## config.mk

```make
export PLATFORM = sky130hd
export DESIGN_NAME = bch_enc_ext_ctrl_flat
export DESIGN_NICKNAME = d
export VERILOG_FILES = /design/src/rtl/bch_enc_ext_ctrl_if.sv /design/src/rtl/bch_enc_ext_ctrl.sv /design/src/flat_wrapper.sv
export SDC_FILE = /design/constraint.sdc
export NUM_CORES = 1
export LEC_CHECK = 0
export BUFFER_PORTS_ARGS = -buffer_cell sky130_fd_sc_hd__buf_2
export CAP_MARGIN = 10
export CORE_MARGIN = 1
export CORE_UTILIZATION = 57
export DETAILED_ROUTE_END_ITERATION = 16
export HOLD_SLACK_MARGIN = 0.02
export PLACE_DENSITY = 0.84
export RECOVER_POWER = 50
export SLEW_MARGIN = 0
export SYNTH_ARGS = -nofsm -noshare
export SYNTH_HDL_FRONTEND = slang
export SYNTH_SLANG_ARGS = --single-unit
```

## constraint.sdc

```tcl
create_clock -name iclk -period 3.3 [get_ports iclk]
set_input_delay 0.66 -clock iclk [delete_from_list [all_inputs] [get_ports iclk]]
set_output_delay 0.66 -clock iclk [all_outputs]
set_load 0.01 [all_outputs]
```

## src/rtl/bch_enc_ext_ctrl_if.sv

```systemverilog
// Upstream handshake, encoder strobes and status
// of the extended BCH encoder frame sequencer.
interface bch_enc_ext_ctrl_if #(
  parameter int W = 5
);
  logic         is_valid;
  logic         is_dat;
  logic         os_ready;
  logic [W-1:0] ik;
  logic         iready;
  logic         oenc_clkena;
  logic         oenc_sop;
  logic         oenc_eop;
  logic         oenc_eof;
  logic         oenc_val;
  logic         oenc_dat;
  logic         obusy;
  logic         oframe_done;
  logic         oerr_cfg;

  modport master (
    output is_valid, is_dat, ik, iready,
    input  os_ready, oenc_clkena, oenc_sop,
    input  oenc_eop, oenc_eof, oenc_val,
    input  oenc_dat, obusy, oframe_done,
    input  oerr_cfg
  );

  modport slave (
    input  is_valid, is_dat, ik, iready,
    output os_ready, oenc_clkena, oenc_sop,
    output oenc_eop, oenc_eof, oenc_val,
    output oenc_dat, obusy, oframe_done,
    output oerr_cfg
  );
endinterface

```

## src/rtl/bch_enc_ext_ctrl.sv

```systemverilog
// Frame sequencer for the extended BCH encoder:
// payload beats, parity beats, then the even bit.
module bch_enc_ext_ctrl #(
  parameter int m     = 4,
  parameter int k_max = 5,
  parameter int n     = 15
) (
  input logic               iclk,
  input logic               ireset_n,
  bch_enc_ext_ctrl_if.slave bus
);
  localparam int W    = m + 1;
  localparam int NPAR = n - k_max;
  localparam logic [W-1:0] KMAX  = W'(k_max);
  localparam logic [W-1:0] PLAST =
    W'((NPAR > 0) ? NPAR - 1 : 0);

  typedef enum logic [1:0] {
    S_IDLE, S_DATA, S_PARITY, S_EVEN
  } st_t;

  st_t          state_q, state_d;
  logic [W-1:0] cnt_q, cnt_d;
  logic [W-1:0] kcur_q, kcur_d;
  logic         busy_q, busy_d;
  logic         done_q, done_d;
  logic         err_q, err_d;

  logic beat;
  logic ik_ok;
  logic eop;

  assign beat  = bus.oenc_val & bus.iready;
  assign ik_ok = (bus.ik >= W'(2)) &&
                 (bus.ik <= KMAX);
  assign eop   = (state_q == S_DATA) &&
                 (cnt_q == kcur_q - W'(1));

  // State, counter, length and status registers
  always_ff @(posedge iclk or negedge ireset_n) begin
    if (!ireset_n) begin
      state_q <= S_IDLE;
      cnt_q   <= '0;
      kcur_q  <= KMAX;
      busy_q  <= 1'b0;
      done_q  <= 1'b0;
      err_q   <= 1'b0;
    end else begin
      state_q <= state_d;
      cnt_q   <= cnt_d;
      kcur_q  <= kcur_d;
      busy_q  <= busy_d;
      done_q  <= done_d;
      err_q   <= err_d;
    end
  end

  // Next state: advance only on issued beats
  always_comb begin
    state_d = state_q;
    cnt_d   = cnt_q;
    kcur_d  = kcur_q;
    busy_d  = busy_q;
    done_d  = 1'b0;
    err_d   = 1'b0;
    unique case (state_q)
      S_IDLE: begin
        if (beat) begin
          kcur_d  = ik_ok ? bus.ik : KMAX;
          err_d   = ~ik_ok;
          cnt_d   = W'(1);
          busy_d  = 1'b1;
          state_d = S_DATA;
        end
      end
      S_DATA: begin
        if (beat) begin
          if (eop) begin
            cnt_d = '0;
            if (NPAR == 0) state_d = S_EVEN;
            else           state_d = S_PARITY;
          end else begin
            cnt_d = cnt_q + W'(1);
          end
        end
      end
      S_PARITY: begin
        if (beat) begin
          if (cnt_q == PLAST) begin
            cnt_d   = '0;
            state_d = S_EVEN;
          end else begin
            cnt_d = cnt_q + W'(1);
          end
        end
      end
      S_EVEN: begin
        if (beat) begin
          busy_d  = 1'b0;
          done_d  = 1'b1;
          state_d = S_IDLE;
        end
      end
    endcase
  end

  // Strobes: zero-latency decode of state and inputs
  always_comb begin
    bus.os_ready = 1'b0;
    bus.oenc_val = 1'b0;
    bus.oenc_sop = 1'b0;
    bus.oenc_eop = 1'b0;
    bus.oenc_eof = 1'b0;
    bus.oenc_dat = 1'b0;
    unique case (state_q)
      S_IDLE: begin
        bus.os_ready = bus.iready;
        bus.oenc_val = bus.is_valid;
        bus.oenc_sop = 1'b1;
        bus.oenc_dat = bus.is_dat;
      end
      S_DATA: begin
        bus.os_ready = bus.iready;
        bus.oenc_val = bus.is_valid;
        bus.oenc_dat = bus.is_dat;
        bus.oenc_eop = eop;
      end
      S_PARITY: begin
        bus.oenc_val = 1'b1;
      end
      S_EVEN: begin
        bus.oenc_val = 1'b1;
        bus.oenc_eof = 1'b1;
      end
    endcase
  end

  assign bus.oenc_clkena = bus.iready;
  assign bus.obusy       = busy_q;
  assign bus.oframe_done = done_q;
  assign bus.oerr_cfg    = err_q;
endmodule

```

## src/flat_wrapper.sv

```systemverilog
// flat-port wrapper written by rule: the top's interface ports become plain ports
module bch_enc_ext_ctrl_flat 
#(
  parameter int m     = 4,
  parameter int k_max = 5,
  parameter int n     = 15
)
  (iclk, ireset_n, bus_is_valid, bus_is_dat, bus_ik, bus_iready, bus_os_ready, bus_oenc_clkena, bus_oenc_sop, bus_oenc_eop, bus_oenc_eof, bus_oenc_val, bus_oenc_dat, bus_obusy, bus_oframe_done, bus_oerr_cfg);
  bch_enc_ext_ctrl_if #(.W((5))) bus_i ();
  input logic iclk;
  input logic ireset_n;
  input wire logic [$bits(bus_i.is_valid)-1:0] bus_is_valid;
  input wire logic [$bits(bus_i.is_dat)-1:0] bus_is_dat;
  input wire logic [$bits(bus_i.ik)-1:0] bus_ik;
  input wire logic [$bits(bus_i.iready)-1:0] bus_iready;
  output wire logic [$bits(bus_i.os_ready)-1:0] bus_os_ready;
  output wire logic [$bits(bus_i.oenc_clkena)-1:0] bus_oenc_clkena;
  output wire logic [$bits(bus_i.oenc_sop)-1:0] bus_oenc_sop;
  output wire logic [$bits(bus_i.oenc_eop)-1:0] bus_oenc_eop;
  output wire logic [$bits(bus_i.oenc_eof)-1:0] bus_oenc_eof;
  output wire logic [$bits(bus_i.oenc_val)-1:0] bus_oenc_val;
  output wire logic [$bits(bus_i.oenc_dat)-1:0] bus_oenc_dat;
  output wire logic [$bits(bus_i.obusy)-1:0] bus_obusy;
  output wire logic [$bits(bus_i.oframe_done)-1:0] bus_oframe_done;
  output wire logic [$bits(bus_i.oerr_cfg)-1:0] bus_oerr_cfg;
  assign bus_i.is_valid = bus_is_valid;
  assign bus_i.is_dat = bus_is_dat;
  assign bus_i.ik = bus_ik;
  assign bus_i.iready = bus_iready;
  assign bus_os_ready = bus_i.os_ready;
  assign bus_oenc_clkena = bus_i.oenc_clkena;
  assign bus_oenc_sop = bus_i.oenc_sop;
  assign bus_oenc_eop = bus_i.oenc_eop;
  assign bus_oenc_eof = bus_i.oenc_eof;
  assign bus_oenc_val = bus_i.oenc_val;
  assign bus_oenc_dat = bus_i.oenc_dat;
  assign bus_obusy = bus_i.obusy;
  assign bus_oframe_done = bus_i.oframe_done;
  assign bus_oerr_cfg = bus_i.oerr_cfg;
  bch_enc_ext_ctrl #(.m(m), .k_max(k_max), .n(n)) u_core (.iclk(iclk), .ireset_n(ireset_n), .bus(bus_i));
endmodule
```

==> results.cfg <==
[synthesis]
synth-xor-area-share_pct = 9.38
synth_edf_count = 0
synthMuxAreaShare_pct = 2.57
ys_seq_area_share_pct = 38.8
async_flop_share_pct = 100
synthTopCellsByArea = dfrtp_1 (33%), ha_1 (9.0%), dfstp_2 (5.4%), xor2_1 (4.5%), nor2_1 (3.5%)
synth_top_family_by_area = simple AND/OR/NAND/NOR gates
ys.flop_type = dfrtp_1
synth_largest_area_cell = dfrtp_1
synth_common_cells = dfrtp_1 (13), nor2_1 (9), inv_1 (8)
yosysMostFrequentCell = dfrtp_1
syn-cell-area_um2 = 973
synth_top_area_share_pct = 33.4
yosysWarnings = 0
synth_compound_area_share_pct = 14.1
synthAdderAreaFrac_pct = 9.00
syn_inst = 100
ys_seq_elements = 15
syn_nets = 117
ys_types = 35
synth_simple_gate_area_share_pct = 20.7
avgSynthCellArea_um2 = 9.73

[global_routing]
grt_pass1_wl_mm = 3.45
grt_pass1_vias = 779
grt_start_max_net_pins = 16
grt_use_total_pct = 24.8
grt_antenna_before_repair = 0
overflow = 0

[worst_setup_path]
cp.required_ps = 2640
reg2regPathDepth = 7
crit_path_max_fanout = 3
path_cells = inv_1 > ha_1 > nor3b_1 > xnor2_1 > nand3b_4 > nor2_1 > buf_2
crit_slowest_cell = dfstp_2
critical_path_class = reg -> out
crit_path_start_kind = flip-flop
critPathCaptureType = output pin
reg2reg_slack_ps = 1130
cp_num_cells = 7
path_delay_family = flip-flops
worst_ep_arrival_time_ps = 1890
r2r_end = u_core.state_q[1]
worst-path-buf-inv = 2
r2r-start = u_core.kcur_q[0]
max_stage_delay_ps = 560
crit_start = u_core.kcur_q[0]

[sta]
fin_ws_ps = 749
fin_crit_ps = 2550
whs_ps = 427
worst_clock_skew_ps = 7.03
rsz0062_at_grt = false
slew_viol_final = 0
worst_pin_slew_ps = 817
final_hold_viol_count = 0
finalSetupTns_ps = 0
fmax_ghz = 0.392
period_share_pct = 77.3
relSlewSlack_pct = 45.5
finalSetupViolCount = 0

[place]
dpl_worst_slack_ps = 1060
post_dp_cell_area_um2 = 1070
port_buffers = 19
dpl.hpwl_mm = 1.48
gp_congestion = 0.784

[power_and_ir_drop]
power.density_nw_per_um2 = 924
p_total_w = 0.00101
ir_drop_mv = 0.667
leakagePower_nw = 0.539

[finish]
syn_to_final_growth_pct = 12.7
fin_nets = 139
drive_above_1_share_pct = 20.7
antennaDiodeCount = 0
stdcell_area_um2 = 1100
fill_cells = 114

[clocking]
post_cts_buffers = 0
cts_buffers = 3
clock-sinks = 15
htree_levels = 1
clockRootBuffer = clkbuf_4
clock_path_buffers = 2
clk_latency_ps = 290
hold_buffers = 0
cts_tree = yes
ctsResizeCount = 0
path_clk_slew_ps = 100

[routing]
dr.pass1.iters = 4
drc_errors = 0
post_drt_via_cell_ratio = 5.67
vias = 777
drt_iter0_drc = 10
routedWlPerCell_um = 13.9
wl_mm = 1.91
ant_nets = 0

[floorplanning]
die_area_um2 = 1880
dieHeight_um = 43.3
io_pins = 20
die_w_um = 43.3
core_area_um2 = 1560
start_util_pct = 62.4
core.rowCount = 14

[hold_path]
hp-class = in -> async

[flow_run]
drv_cap = 0

[run_status]
status = completed
-- flip-flops by register name, summed over array words and instances, names as in the netlist --
signal,cells
u_core.cnt_q,5
u_core.kcur_q,5
u_core.state_q,2
u_core.bus.obusy,1
u_core.bus.oerr_cfg,1
u_core.bus.oframe_done,1
-- placed cells by master, fill, tap and decap left out, drive strengths merged --
cell      Yosys  final
xor2          5      5
ha            7      7
mux2          1      1
o211ai        1      1
nand3b        1      1
a211o         1      1
a32o          1      1
and3          1      1
a21oi         4      4
o21ai         6      6
buf           2     15
nand4b        2      2
nor3          3      3
nor3b         2      2
dfstp         2      2
o21a          1      1
nand2         5      5
nor2          9      9
mux2i         1      1
nand3         5      5
o31ai         2      2
or3           1      1
and2          4      4
clkinvlp      0      1
inv           8      8
xnor2         2      2
o31a          1      1
a31oi         2      2
dfrtp        13     13
clkbuf        1      8
xnor3         1      1
nor2b         3      3
o22a          1      1
a21boi        1      1
-- final cells by class --
type                    count  area, um2  share of cell area (%)
inverters                   8       30.0                    2.74
repair buffers             20       96.3                    8.78
flip-flops and latches     15        378                    34.4
multi-input cells          74        543                    49.5
clock buffers               3       22.5                    2.05
clock inverters             1       7.51                   0.684
well taps                  16       20.0                    1.82
-- report_power, final --
group	internal (W)	switching, W	leakage (nW)
logic	0.000274	0.000308	0.333
registers	0.000255	0.0000659	0.192
clock network	0.0000460	0.0000654	0.0139
-- layer usage --
| metal | share of wire [%] | vias up | global-route usage (%) | routed length, um |
|---|---|---|---|---|
| met5 | 0 | - | 0 | 0 |
| met4 | 1.8 | 0 | 12.5 | 35 |
| met3 | 2.3 | 4 | 4.26 | 44 |
| met2 | 51 | 15 | 38.2 | 968 |
| met1 | 45 | 369 | 33.7 | 857 |
| li1 | - | 389 | - | - |
-- kinds of logic (layout without fill, tap and decap cells) --
kind of cell / after synthesis / after routing
AOI/OAI and AO/OA: 21 / 21
xor gates and xnor gates: 8 / 8
adders and majority gates: 7 / 7
DFF: 15 / 15
muxes: 2 / 2
buffers and inverters: 11 / 32
and+or+nand+nor: 36 / 36
-- how the worst max path moves through the flow --
| stage | slack (ps) | end |
|---|---|---|
| floorplan | 1180 | bus_oenc_eop |
| global placement | 1100 | bus_oenc_eop |
| detailed placement | 1060 | bus_oenc_eop |
| CTS | 720 | bus_oenc_eop |
| global route | 610 | bus_oenc_eop |
| finish | 750 | bus_oenc_eop |
-- per-stage QoR --
| step | util (%) | instances |
|---|---|---|
| 3_3_place_gp | 68.9 | 133 |
| 3_5_place_dp | 68.9 | 133 |
| 2_1_floorplan | - | 100 |
| 6_report | 70.4 | 137 |
| 4_1_cts | 70.8 | 137 |
| 5_1_grt | 70.4 | 137 |
(Power assumes the default switching activity.)
